File: src/rtl/learn_pkg.sv
// Shared constants and types for the learning-path sweep logic:
// index width/range, default timing, and the sweep FSM state encoding.
package learn_pkg;

  localparam int IDX_W           = 12;
  localparam int IDX_MAX         = 2751;
  localparam int SETTLE_CYC_DEF  = 149_997;
  localparam int TIMEOUT_CYC_DEF = 500_000;
  localparam int TMR_W           = 20;

  // One-hot encoding keeps each state decode to a single bit.
  typedef enum logic [5:0] {
    ST_IDLE    = 6'b000001,
    ST_LOAD    = 6'b000010,
    ST_SETTLE  = 6'b000100,
    ST_CAPTURE = 6'b001000,
    ST_NEXT    = 6'b010000,
    ST_DONE    = 6'b100000
  } sweep_state_e;

  // A sweep must step forward, be non-empty and stay inside the bin table.
  function automatic logic cfg_valid(input logic [IDX_W-1:0] first,
                                     input logic [IDX_W-1:0] last,
                                     input logic [IDX_W-1:0] step);
    return (step != '0) && (first <= last) && (last <= IDX_W'(IDX_MAX));
  endfunction

endpackage

File: src/rtl/sweep_timer.sv
// Clearable, saturating up-counter with a terminal-count compare.
// The caller chooses the terminal value, so one counter serves both the
// settle wait and the capture timeout.
module sweep_timer #(
  parameter int W = 20
) (
  input  logic         clk,
  input  logic         rst_n,
  input  logic         clr,
  input  logic         en,
  input  logic [W-1:0] term,
  output logic         tc
);

  logic [W-1:0] cnt_q;
  logic [W-1:0] cnt_d;

  // Next count: clear wins, otherwise count up and stick at all-ones.
  always_comb begin
    cnt_d = cnt_q;
    if (clr) begin
      cnt_d = '0;
    end else if (en && (cnt_q != '1)) begin
      cnt_d = cnt_q + W'(1);
    end
  end

  // Counter register.
  always_ff @(posedge clk or negedge rst_n) begin
    if (!rst_n) begin
      cnt_q <= '0;
    end else begin
      cnt_q <= cnt_d;
    end
  end

  assign tc = (cnt_q == term);

endmodule

File: src/rtl/sweep_sched.sv
// Frequency-sweep scheduler: walks the DDS index from first to last bin,
// waits a settle time at each point, then requests one capture and waits
// for its acknowledge (with timeout). Also supplies the RAM point address.
module sweep_sched
  import learn_pkg::*;
#(
  parameter int SETTLE_CYC  = SETTLE_CYC_DEF,
  parameter int TIMEOUT_CYC = TIMEOUT_CYC_DEF
) (
  input  logic             clk_50m,
  input  logic             rst_n,
  input  logic             start,
  input  logic             abort,
  input  logic [IDX_W-1:0] idx_first,
  input  logic [IDX_W-1:0] idx_last,
  input  logic [IDX_W-1:0] idx_step,
  input  logic             cap_ack,
  output logic [IDX_W-1:0] freq_idx,
  output logic             freq_load,
  output logic             cap_req,
  output logic [IDX_W-1:0] wr_addr,
  output logic [IDX_W-1:0] pt_cnt,
  output logic             busy,
  output logic             done,
  output logic             err_cfg,
  output logic             err_timeout
);

  localparam logic [TMR_W-1:0] SETTLE_TERM  = TMR_W'(SETTLE_CYC - 1);
  localparam logic [TMR_W-1:0] TIMEOUT_TERM = TMR_W'(TIMEOUT_CYC - 1);
  localparam logic [IDX_W-1:0] IDX_ONE      = IDX_W'(1);

  sweep_state_e state_q, state_d;

  logic             start_d_q, start_d_d;
  logic [IDX_W-1:0] cur_q, cur_d;
  logic [IDX_W-1:0] last_q, last_d;
  logic [IDX_W-1:0] step_q, step_d;
  logic [IDX_W-1:0] freq_idx_q, freq_idx_d;
  logic             freq_load_q, freq_load_d;
  logic             cap_req_q, cap_req_d;
  logic [IDX_W-1:0] wr_addr_q, wr_addr_d;
  logic [IDX_W-1:0] pt_cnt_q, pt_cnt_d;
  logic             busy_q, busy_d;
  logic             done_q, done_d;
  logic             err_cfg_q, err_cfg_d;
  logic             err_timeout_q, err_timeout_d;

  logic             start_rise;
  logic [IDX_W:0]   next_sum;
  logic             tmr_clr;
  logic             tmr_en;
  logic [TMR_W-1:0] tmr_term;
  logic             tmr_tc;

  assign start_rise = start & ~start_d_q;

  // One extra bit so cur + step can never wrap past last.
  assign next_sum = {1'b0, cur_q} + {1'b0, step_q};

  // The shared timer compares against the settle or timeout limit by state.
  assign tmr_term = (state_q == ST_SETTLE) ? SETTLE_TERM : TIMEOUT_TERM;

  sweep_timer #(
    .W (TMR_W)
  ) u_timer (
    .clk   (clk_50m),
    .rst_n (rst_n),
    .clr   (tmr_clr),
    .en    (tmr_en),
    .term  (tmr_term),
    .tc    (tmr_tc)
  );

  // Next-state and registered-output logic for the sweep FSM.
  always_comb begin
    state_d       = state_q;
    start_d_d     = start;
    cur_d         = cur_q;
    last_d        = last_q;
    step_d        = step_q;
    freq_idx_d    = freq_idx_q;
    freq_load_d   = 1'b0;
    cap_req_d     = cap_req_q;
    wr_addr_d     = wr_addr_q;
    pt_cnt_d      = pt_cnt_q;
    done_d        = 1'b0;
    err_cfg_d     = err_cfg_q;
    err_timeout_d = err_timeout_q;
    tmr_clr       = 1'b0;
    tmr_en        = 1'b0;

    unique case (state_q)
      ST_IDLE: begin
        if (start_rise) begin
          if (cfg_valid(idx_first, idx_last, idx_step)) begin
            last_d        = idx_last;
            step_d        = idx_step;
            cur_d         = idx_first;
            wr_addr_d     = '0;
            pt_cnt_d      = '0;
            err_cfg_d     = 1'b0;
            err_timeout_d = 1'b0;
            state_d       = ST_LOAD;
          end else begin
            err_cfg_d = 1'b1;
          end
        end
      end
      ST_LOAD: begin
        freq_idx_d  = cur_q;
        freq_load_d = 1'b1;
        tmr_clr     = 1'b1;
        state_d     = ST_SETTLE;
      end
      ST_SETTLE: begin
        tmr_en = 1'b1;
        if (tmr_tc) begin
          cap_req_d = 1'b1;
          tmr_clr   = 1'b1;
          state_d   = ST_CAPTURE;
        end
      end
      ST_CAPTURE: begin
        tmr_en = 1'b1;
        if (cap_ack) begin
          cap_req_d = 1'b0;
          state_d   = ST_NEXT;
        end else if (tmr_tc) begin
          err_timeout_d = 1'b1;
          cap_req_d     = 1'b0;
          state_d       = ST_IDLE;
        end
      end
      ST_NEXT: begin
        pt_cnt_d = pt_cnt_q + IDX_ONE;
        if (next_sum > {1'b0, last_q}) begin
          state_d = ST_DONE;
        end else begin
          cur_d     = next_sum[IDX_W-1:0];
          wr_addr_d = wr_addr_q + IDX_ONE;
          state_d   = ST_LOAD;
        end
      end
      ST_DONE: begin
        done_d  = 1'b1;
        state_d = ST_IDLE;
      end
      default: begin
        cap_req_d = 1'b0;
        state_d   = ST_IDLE;
      end
    endcase

    // Abort overrides whatever the state wanted, including an ack or timeout
    // in the same cycle; completed-point bookkeeping is left untouched.
    if (abort && (state_q != ST_IDLE)) begin
      state_d       = ST_IDLE;
      cap_req_d     = 1'b0;
      freq_load_d   = 1'b0;
      done_d        = 1'b0;
      cur_d         = cur_q;
      wr_addr_d     = wr_addr_q;
      pt_cnt_d      = pt_cnt_q;
      err_timeout_d = err_timeout_q;
      freq_idx_d    = freq_idx_q;
      tmr_clr       = 1'b1;
    end

    busy_d = (state_d != ST_IDLE);
  end

  // State and output registers; start_d resets high so a start held through
  // reset release is not mistaken for a rising edge.
  always_ff @(posedge clk_50m or negedge rst_n) begin
    if (!rst_n) begin
      state_q       <= ST_IDLE;
      start_d_q     <= 1'b1;
      cur_q         <= '0;
      last_q        <= '0;
      step_q        <= '0;
      freq_idx_q    <= '0;
      freq_load_q   <= 1'b0;
      cap_req_q     <= 1'b0;
      wr_addr_q     <= '0;
      pt_cnt_q      <= '0;
      busy_q        <= 1'b0;
      done_q        <= 1'b0;
      err_cfg_q     <= 1'b0;
      err_timeout_q <= 1'b0;
    end else begin
      state_q       <= state_d;
      start_d_q     <= start_d_d;
      cur_q         <= cur_d;
      last_q        <= last_d;
      step_q        <= step_d;
      freq_idx_q    <= freq_idx_d;
      freq_load_q   <= freq_load_d;
      cap_req_q     <= cap_req_d;
      wr_addr_q     <= wr_addr_d;
      pt_cnt_q      <= pt_cnt_d;
      busy_q        <= busy_d;
      done_q        <= done_d;
      err_cfg_q     <= err_cfg_d;
      err_timeout_q <= err_timeout_d;
    end
  end

  assign freq_idx    = freq_idx_q;
  assign freq_load   = freq_load_q;
  assign cap_req     = cap_req_q;
  assign wr_addr     = wr_addr_q;
  assign pt_cnt      = pt_cnt_q;
  assign busy        = busy_q;
  assign done        = done_q;
  assign err_cfg     = err_cfg_q;
  assign err_timeout = err_timeout_q;

endmodule

File: config.mk
export PLATFORM = sky130hd
export DESIGN_NAME = sweep_sched
export DESIGN_NICKNAME = d
export VERILOG_FILES = /design/src/rtl/learn_pkg.sv /design/src/rtl/sweep_timer.sv /design/src/rtl/sweep_sched.sv
export SDC_FILE = /design/constraint.sdc
export NUM_CORES = 1
export LEC_CHECK = 0
export ABC_AREA = 1
export BUFFER_PORTS_ARGS = -buffer_cell sky130_fd_sc_hd__buf_2
export CAP_MARGIN = 20
export CORE_ASPECT_RATIO = 1.1
export CORE_MARGIN = 1.5
export CORE_UTILIZATION = 35
export DETAILED_ROUTE_END_ITERATION = 6
export HOLD_SLACK_MARGIN = 0.06
export PLACE_DENSITY = 0.62
export SYNTH_ARGS = -nofsm -noshare
export SYNTH_HDL_FRONTEND = slang
export SYNTH_SLANG_ARGS = --single-unit
File: constraint.sdc
create_clock -name clk_50m -period 6.4 [get_ports clk_50m]
set_input_delay 1.28 -clock clk_50m [delete_from_list [all_inputs] [get_ports clk_50m]]
set_output_delay 1.28 -clock clk_50m [all_outputs]
set_load 0.01 [all_outputs]
# Word-level counts from Yosys, hierarchy flattened
# Index checks and enable logic that the tools add are counted.
totals:
  romBits: 0
  n_memories: 0
  latch_bits: 0
  output_inout_bits: 42
  reg_bits: 105
  wordCells: 98
  in_bits: 41
  ram_bits: 0
op_classes:
  n_bitwise: 3
  n_lt_le_gt_ge: 3
  n_shift: 0
  eq_ne: 18
  n_mul: 0
  mux: 38
  div: 0
  n_reduce_logical: 17
  addsub: 4
ops:
  columns: ["operator", "count"]
  rows:
  - ["12-bit 2-to-1 mux", 6]
  - ["12-bit case mux with 2 select lines", 3]
  - ["6-bit 2-to-1 mux", 7]
  - ["20-bit 2-to-1 mux", 2]
  - ["6-bit case mux with 5 select lines", 1]
  - ["12-bit by 1-bit adder with 12-bit output (second input constant)", 2]
  - ["20-bit by 1-bit adder with 20-bit output (second input constant)", 1]
  - ["20-bit by 19-bit == test with 1-bit output", 1]
  - ["20-bit != test (second input constant)", 1]
  - ["19-bit 2-to-1 mux", 1]
  - ["1-bit 2-to-1 mux", 15]
  - ["12-bit by 12-bit adder with 13-bit output", 1]
  - ["13-bit by 12-bit > comparator with 1-bit output", 1]
  - ["12-bit less-or-equal comparator", 1]
  - ["12-bit less-or-equal comparator (second input constant)", 1]
  - ["6-bit by 1-bit != test with 1-bit output (second input constant)", 2]
  - ["12-bit nonzero test", 1]
  - ["2-bit != test (second input constant)", 5]
  - ["6-bit by 1-bit == test with 1-bit output (second input constant)", 1]
  - ["6-bit by 2-bit == test with 1-bit output (second input constant)", 1]
  - ["6-bit by 3-bit == test with 1-bit output (second input constant)", 1]
  - ["6-bit by 4-bit == test with 1-bit output (second input constant)", 1]
  - ["6-bit by 5-bit == test with 1-bit output (second input constant)", 1]
  - ["6-bit == test (second input constant)", 1]
  - ["16 further kinds", 25]

# Depth between registers and ports, before layout
logic_depth:
  word_depth: 8
  mapped_depth: 25
  depth_no_buf: 24

# Hierarchy
# A second synthesis with hierarchy kept.
unflattened:
  cells_unflattened: 994
  area_unflattened_um2: 7034.2
modules_own_cells:
  columns: ["module", "seq_area_each_um2", "cells_per_inst", "area_each_um2", "n_inst"]
  rows:
  - ["sweep_sched", 2129.5, 754, 5403.9, 1]
  - ["sweep_timer", 500.5, 240, 1630.3, 1]

# Worst setup path after synthesis
# No wires, ideal clock.
synth_timing:
  path_type: "reg-to-reg"
  start: "register cur_q[0]"
  end: "register cur_q[7]"
  path_stages_with_launch: 22
  period_less_slack_ns: 3.139
  t_required_ns: 6.280
  setup_slack_ns: 3.261
  arrival_ns: 3.020
  n_path_buf: 1
  setup_time_ns: 0.120
  path_cell_list: "dfrtp_1 -> ha_1 -> inv_1 -> fa_1 -> o21ai_1 -> nand2_1 -> nand2_1 -> a21oi_1 -> inv_1 -> nand2_1 -> and2_1 -> ha_1 -> nand3_1 -> nor3_1 -> nand4_1 -> nand2_1 -> nand2_1 -> nand2_1 -> nand3_2 -> buf_2 -> o21ai_0 -> inv_1"
synth_between:
  elab_chain_cells: 4
  word_cells_on_any_way: 6
  classes_between: "add/sub (1); order compare (1); eq/ne (1); mux (2); reduce/logical (1)"
synth_lines:
  columns: ["item", "line", "text"]
  rows:
  - ["start: declaration", "sweep_sched.sv:36", "logic [IDX_W-1:0] cur_q, cur_d;"]
  - ["start signal: assignment", "sweep_sched.sv:194", "cur_q <= cur_d;"]
  - ["12-bit by 12-bit adder with 13-bit output (*)", "sweep_sched.sv:59", "assign next_sum = {1'b0, cur_q} + {1'b0, step_q};"]
  - ["13-bit by 12-bit > comparator with 1-bit output", "sweep_sched.sv:137", "if (next_sum > {1'b0, last_q}) begin"]
  - ["2-bit != test (no line)", null, null]
  - ["5-bit AND reduction (no line)", null, null]
# Mark *: on every way between the ends. The rest lies on a longest branch, timed or not. The select of a mux whose other input is x is not followed.
# A chain may end at the register's enable or synchronous reset.

# Final worst setup path
layout_timing:
  start: "register cur_q[0]"
  end: "register wr_addr_q[11] (netlist: wr_addr[11])"
layout_between:
  elab_chain_cells: 4
layout_lines:
  columns: ["item", "line", "text"]
  rows:
  - ["12-bit by 12-bit adder with 13-bit output", "sweep_sched.sv:59", null]
  - ["13-bit by 12-bit > comparator with 1-bit output", "sweep_sched.sv:137", null]
  - ["2-bit != test (no line)", null, null]
  - ["5-bit AND reduction (no line)", null, null]
  - ["end signal: assignment", "sweep_sched.sv:200", "wr_addr_q <= wr_addr_d;"]
  - ["end: declaration", "sweep_sched.sv:42", "logic [IDX_W-1:0] wr_addr_q, wr_addr_d;"]
# Every way passes these cells.

==> results.cfg <==
[clocking]
cts_root_buf = clkbuf_16
ctsLongestPathBuffers = 2
cts_inserted_buffers = 9
cts_max_level = 3
post_cts_buffers = 0
clkLatencyLatePin_ns = 0.35
ctsHoldBuffers = 0
cts_sinks = 105
cts_tree = yes
worst_setup_hold_path_clk_slew_ns = 0.07
cts_resized = 0

[sta]
fmax_mhz = 264
tightest_slew_ns = 0.806
rsz0062_at_grt = no
slew_viol_final = 0
finalHoldViolations = 0
finalWorstSetupSlack_ns = 2.61
clock_skew_ns = 0.00830
fin_setup_tns_ns = 0
finalCriticalPeriod_ns = 3.79
fin_crit_sh_pct = 59.2
setup_violations = 0
relSlewSlack_pct = 46.1

[yosys]
syn_area_um2 = 6690
yosys_warnings = 0
synth_cells = 902
synth_edf_count = 0
syn_nets = 983
postSynthAreaPerCell_um2 = 7.41
async_flop_share_pct = 100
yosys.cell_types.count = 46
synth_seq_cells = 105
ys.flop_type = dfrtp_1
yosysSeqAreaShare_pct = 39.3

[detailed_routing]
m1WireLength_um = 7930
route.met3.wl_um = 728
firstDrtPassIters = 7
drt_iter0_drc = 334
num_vias = 5846
ant_nets = 0
met2_length_um = 7780
post_drt_wl_per_cell_um = 13.6
avgViaCountPerCell = 4.76
routed.top_layer = met4
wl_um = 16800
drc = 0

[outcome]
status = completed

[floorplan]
io_pins = 83
rows = 52
core_um2 = 18500
chipWidth_um = 135
die_y_um = 148
dieArea_um2 = 19900
start_util_pct = 36.1

[finish]
drive_gt1_share_pct = 13.4
areaGrowthSynthToFinish_pct = 14.1
design_area_um2 = 7630
nets = 1061
diodes = 0

[worst_setup_path]
worstPathRequired_ns = 6.69
reg2reg_depth = 21
startpoint_type = flop
startpoint = cur_q[0]
path_class = reg -> reg
crit_fanout = 11
worstPathArrival_ns = 4.08
r2r_slack_ns = 2.61
rr_endpoint = wr_addr[11]
reg2reg_from = cur_q[0]
end_kind = flop

[min_path]
worstHoldEndpoint = freq_idx[5]
min_path_type = reg -> reg
hp-start = freq_idx[5]
whs_path_depth = 2

[placement]
portBuffers = 82
pre_cts_ws_ns = 2.58
gp_congestion = 0.925
post-dp-hpwl_um = 12800
place_area_um2 = 7320

[pwr]
p_leak_nw = 4.04
ir_worst_vdd_mv = 0.148
powerDensity_nw_per_um2 = 377

[global_routing]
grt_pass1_vias = 5888
antenna_found_initial = 0
grt_max_degree = 55
grt_overflow = 0
grt_pass1_wl_um = 28700
grt_usage_pct = 17.9

[run]
maxCapViolCount = 0
-- cells in the final DEF, fill, tap and decap left out, types with 4 or more instances in the layout --
cell | synthesis | routed
dfrtp_1 | 103 | 103
inv_1 | 112 | 112
nand3b_1 | 4 | 4
o21ai_2 | 4 | 4
nand3_1 | 42 | 42
ha_1 | 39 | 39
o21ai_0 | 49 | 49
inv_2 | 6 | 6
clkbuf_16 | 0 | 9
xor2_1 | 28 | 28
a21oi_1 | 18 | 18
o21ai_1 | 10 | 10
nor3b_1 | 4 | 4
nor2_1 | 80 | 79
nand2_1 | 297 | 297
mux2i_1 | 5 | 5
nor3_1 | 20 | 20
nand2_2 | 5 | 5
nand4_1 | 21 | 21
buf_2 | 9 | 81
xnor2_1 | 6 | 6
-- power by group --
part	internal [mW]	switching, mW
registers	0.816	0.0899
clock network	0.336	0.248
logic	0.499	0.884
total	1.65	1.22
-- cell usage after synthesis (9+ instances only) --
master   instances  area, um2
a21oi_1         18       90.1
buf_2            9       45.0
dfrtp_1        103       2580
ha_1            39        488
inv_1          112        420
nand2_1        297       1110
nand3_1         42        210
nand4_1         21        131
nor2_1          80        300
nor3_1          20        100
o21ai_0         49        245
o21ai_1         10       50.1
xor2_1          28        245
-- state kept, by name, summed over array words and instances, names as in the netlist --
name           flops
start_d_q          1
cap_req            1
err_cfg            1
freq_load          1
done               1
last_q            12
busy               1
step_q            12
cur_q             12
err_timeout        1
wr_addr           12
pt_cnt            12
freq_idx          12
state_q            6
u_timer.cnt_q     20
-- worst max-delay path, cell delays in order, from the launching register on --
cell and delay (ns):
dfrtp_1 0.39, ha_1 0.23, inv_1 0.07, fa_1 0.39, o21ai_1 0.25, nand2_1 0.08, nand2_1 0.10, a21oi_1 0.08
inv_1 0.07, nand2_1 0.06, and2_1 0.14, ha_1 0.29, nand3_1 0.09, nor3_1 0.20, nand4_1 0.11, nand2_1 0.08
nand2_1 0.06, nand2_1 0.16, nand3_1 0.10, nor2_1 0.58, nand2_1 0.11, nand2_1 0.08
-- logic make-up after synthesis --
family / after synthesis / synth area share, %
multiplexers: 5 / 0.749
adder cells (fa/ha/maj): 40 / 7.60
AND/OR/NAND/NOR: 491 / 32.2
AO/OA/AOI/OAI: 90 / 7.41
flip-flops: 105 / 39.3
buffers and inverters: 137 / 8.29
XOR/XNOR: 34 / 4.45
-- worst max path at each step --
stage,to,slack (ns),cells after the start
3_5_place_dp,wr_addr[11],2.58,21
3_3_place_gp,wr_addr[10],2.69,21
6_report,wr_addr[11],2.61,21
2_1_floorplan,cur_q[7],3.26,21
4_1_cts,wr_addr[11],2.57,21
5_1_grt,wr_addr[11],2.02,21
-- per-layer routing --
layer	global-route usage (%)	vias to the layer above
li1	-	3028
met1	23.6	2681
met2	29.4	112
met3	3.22	25
met4	6.02	0
met5	0	-
-- layout make-up --
cell class / instances / area, um2
Clock buffer: 14 / 274
Clock inverter: 2 / 35.0
Fill cell: 1959 / 10900
Inverter: 120 / 453
Multi-Input combinational cell: 660 / 3500
Sequential cell: 105 / 2630
Tap cell: 243 / 304
Timing Repair Buffer: 84 / 428
-- through the flow --
stage | power [mW] | hold slack (ns) | cells | util [%]
global route | 3.16 | 0.486 | 1228 | 41.1
detailed placement | 2.30 | 0.455 | 1212 | 39.5
floorplan | 1.96 | 0.446 | 902 | -
finish | 2.87 | 0.466 | 1228 | 41.1
global placement | 2.28 | 0.450 | 1212 | 39.5
CTS | 2.90 | 0.472 | 1228 | 41.1
Note: power is estimated with default switching activity, not from simulation.
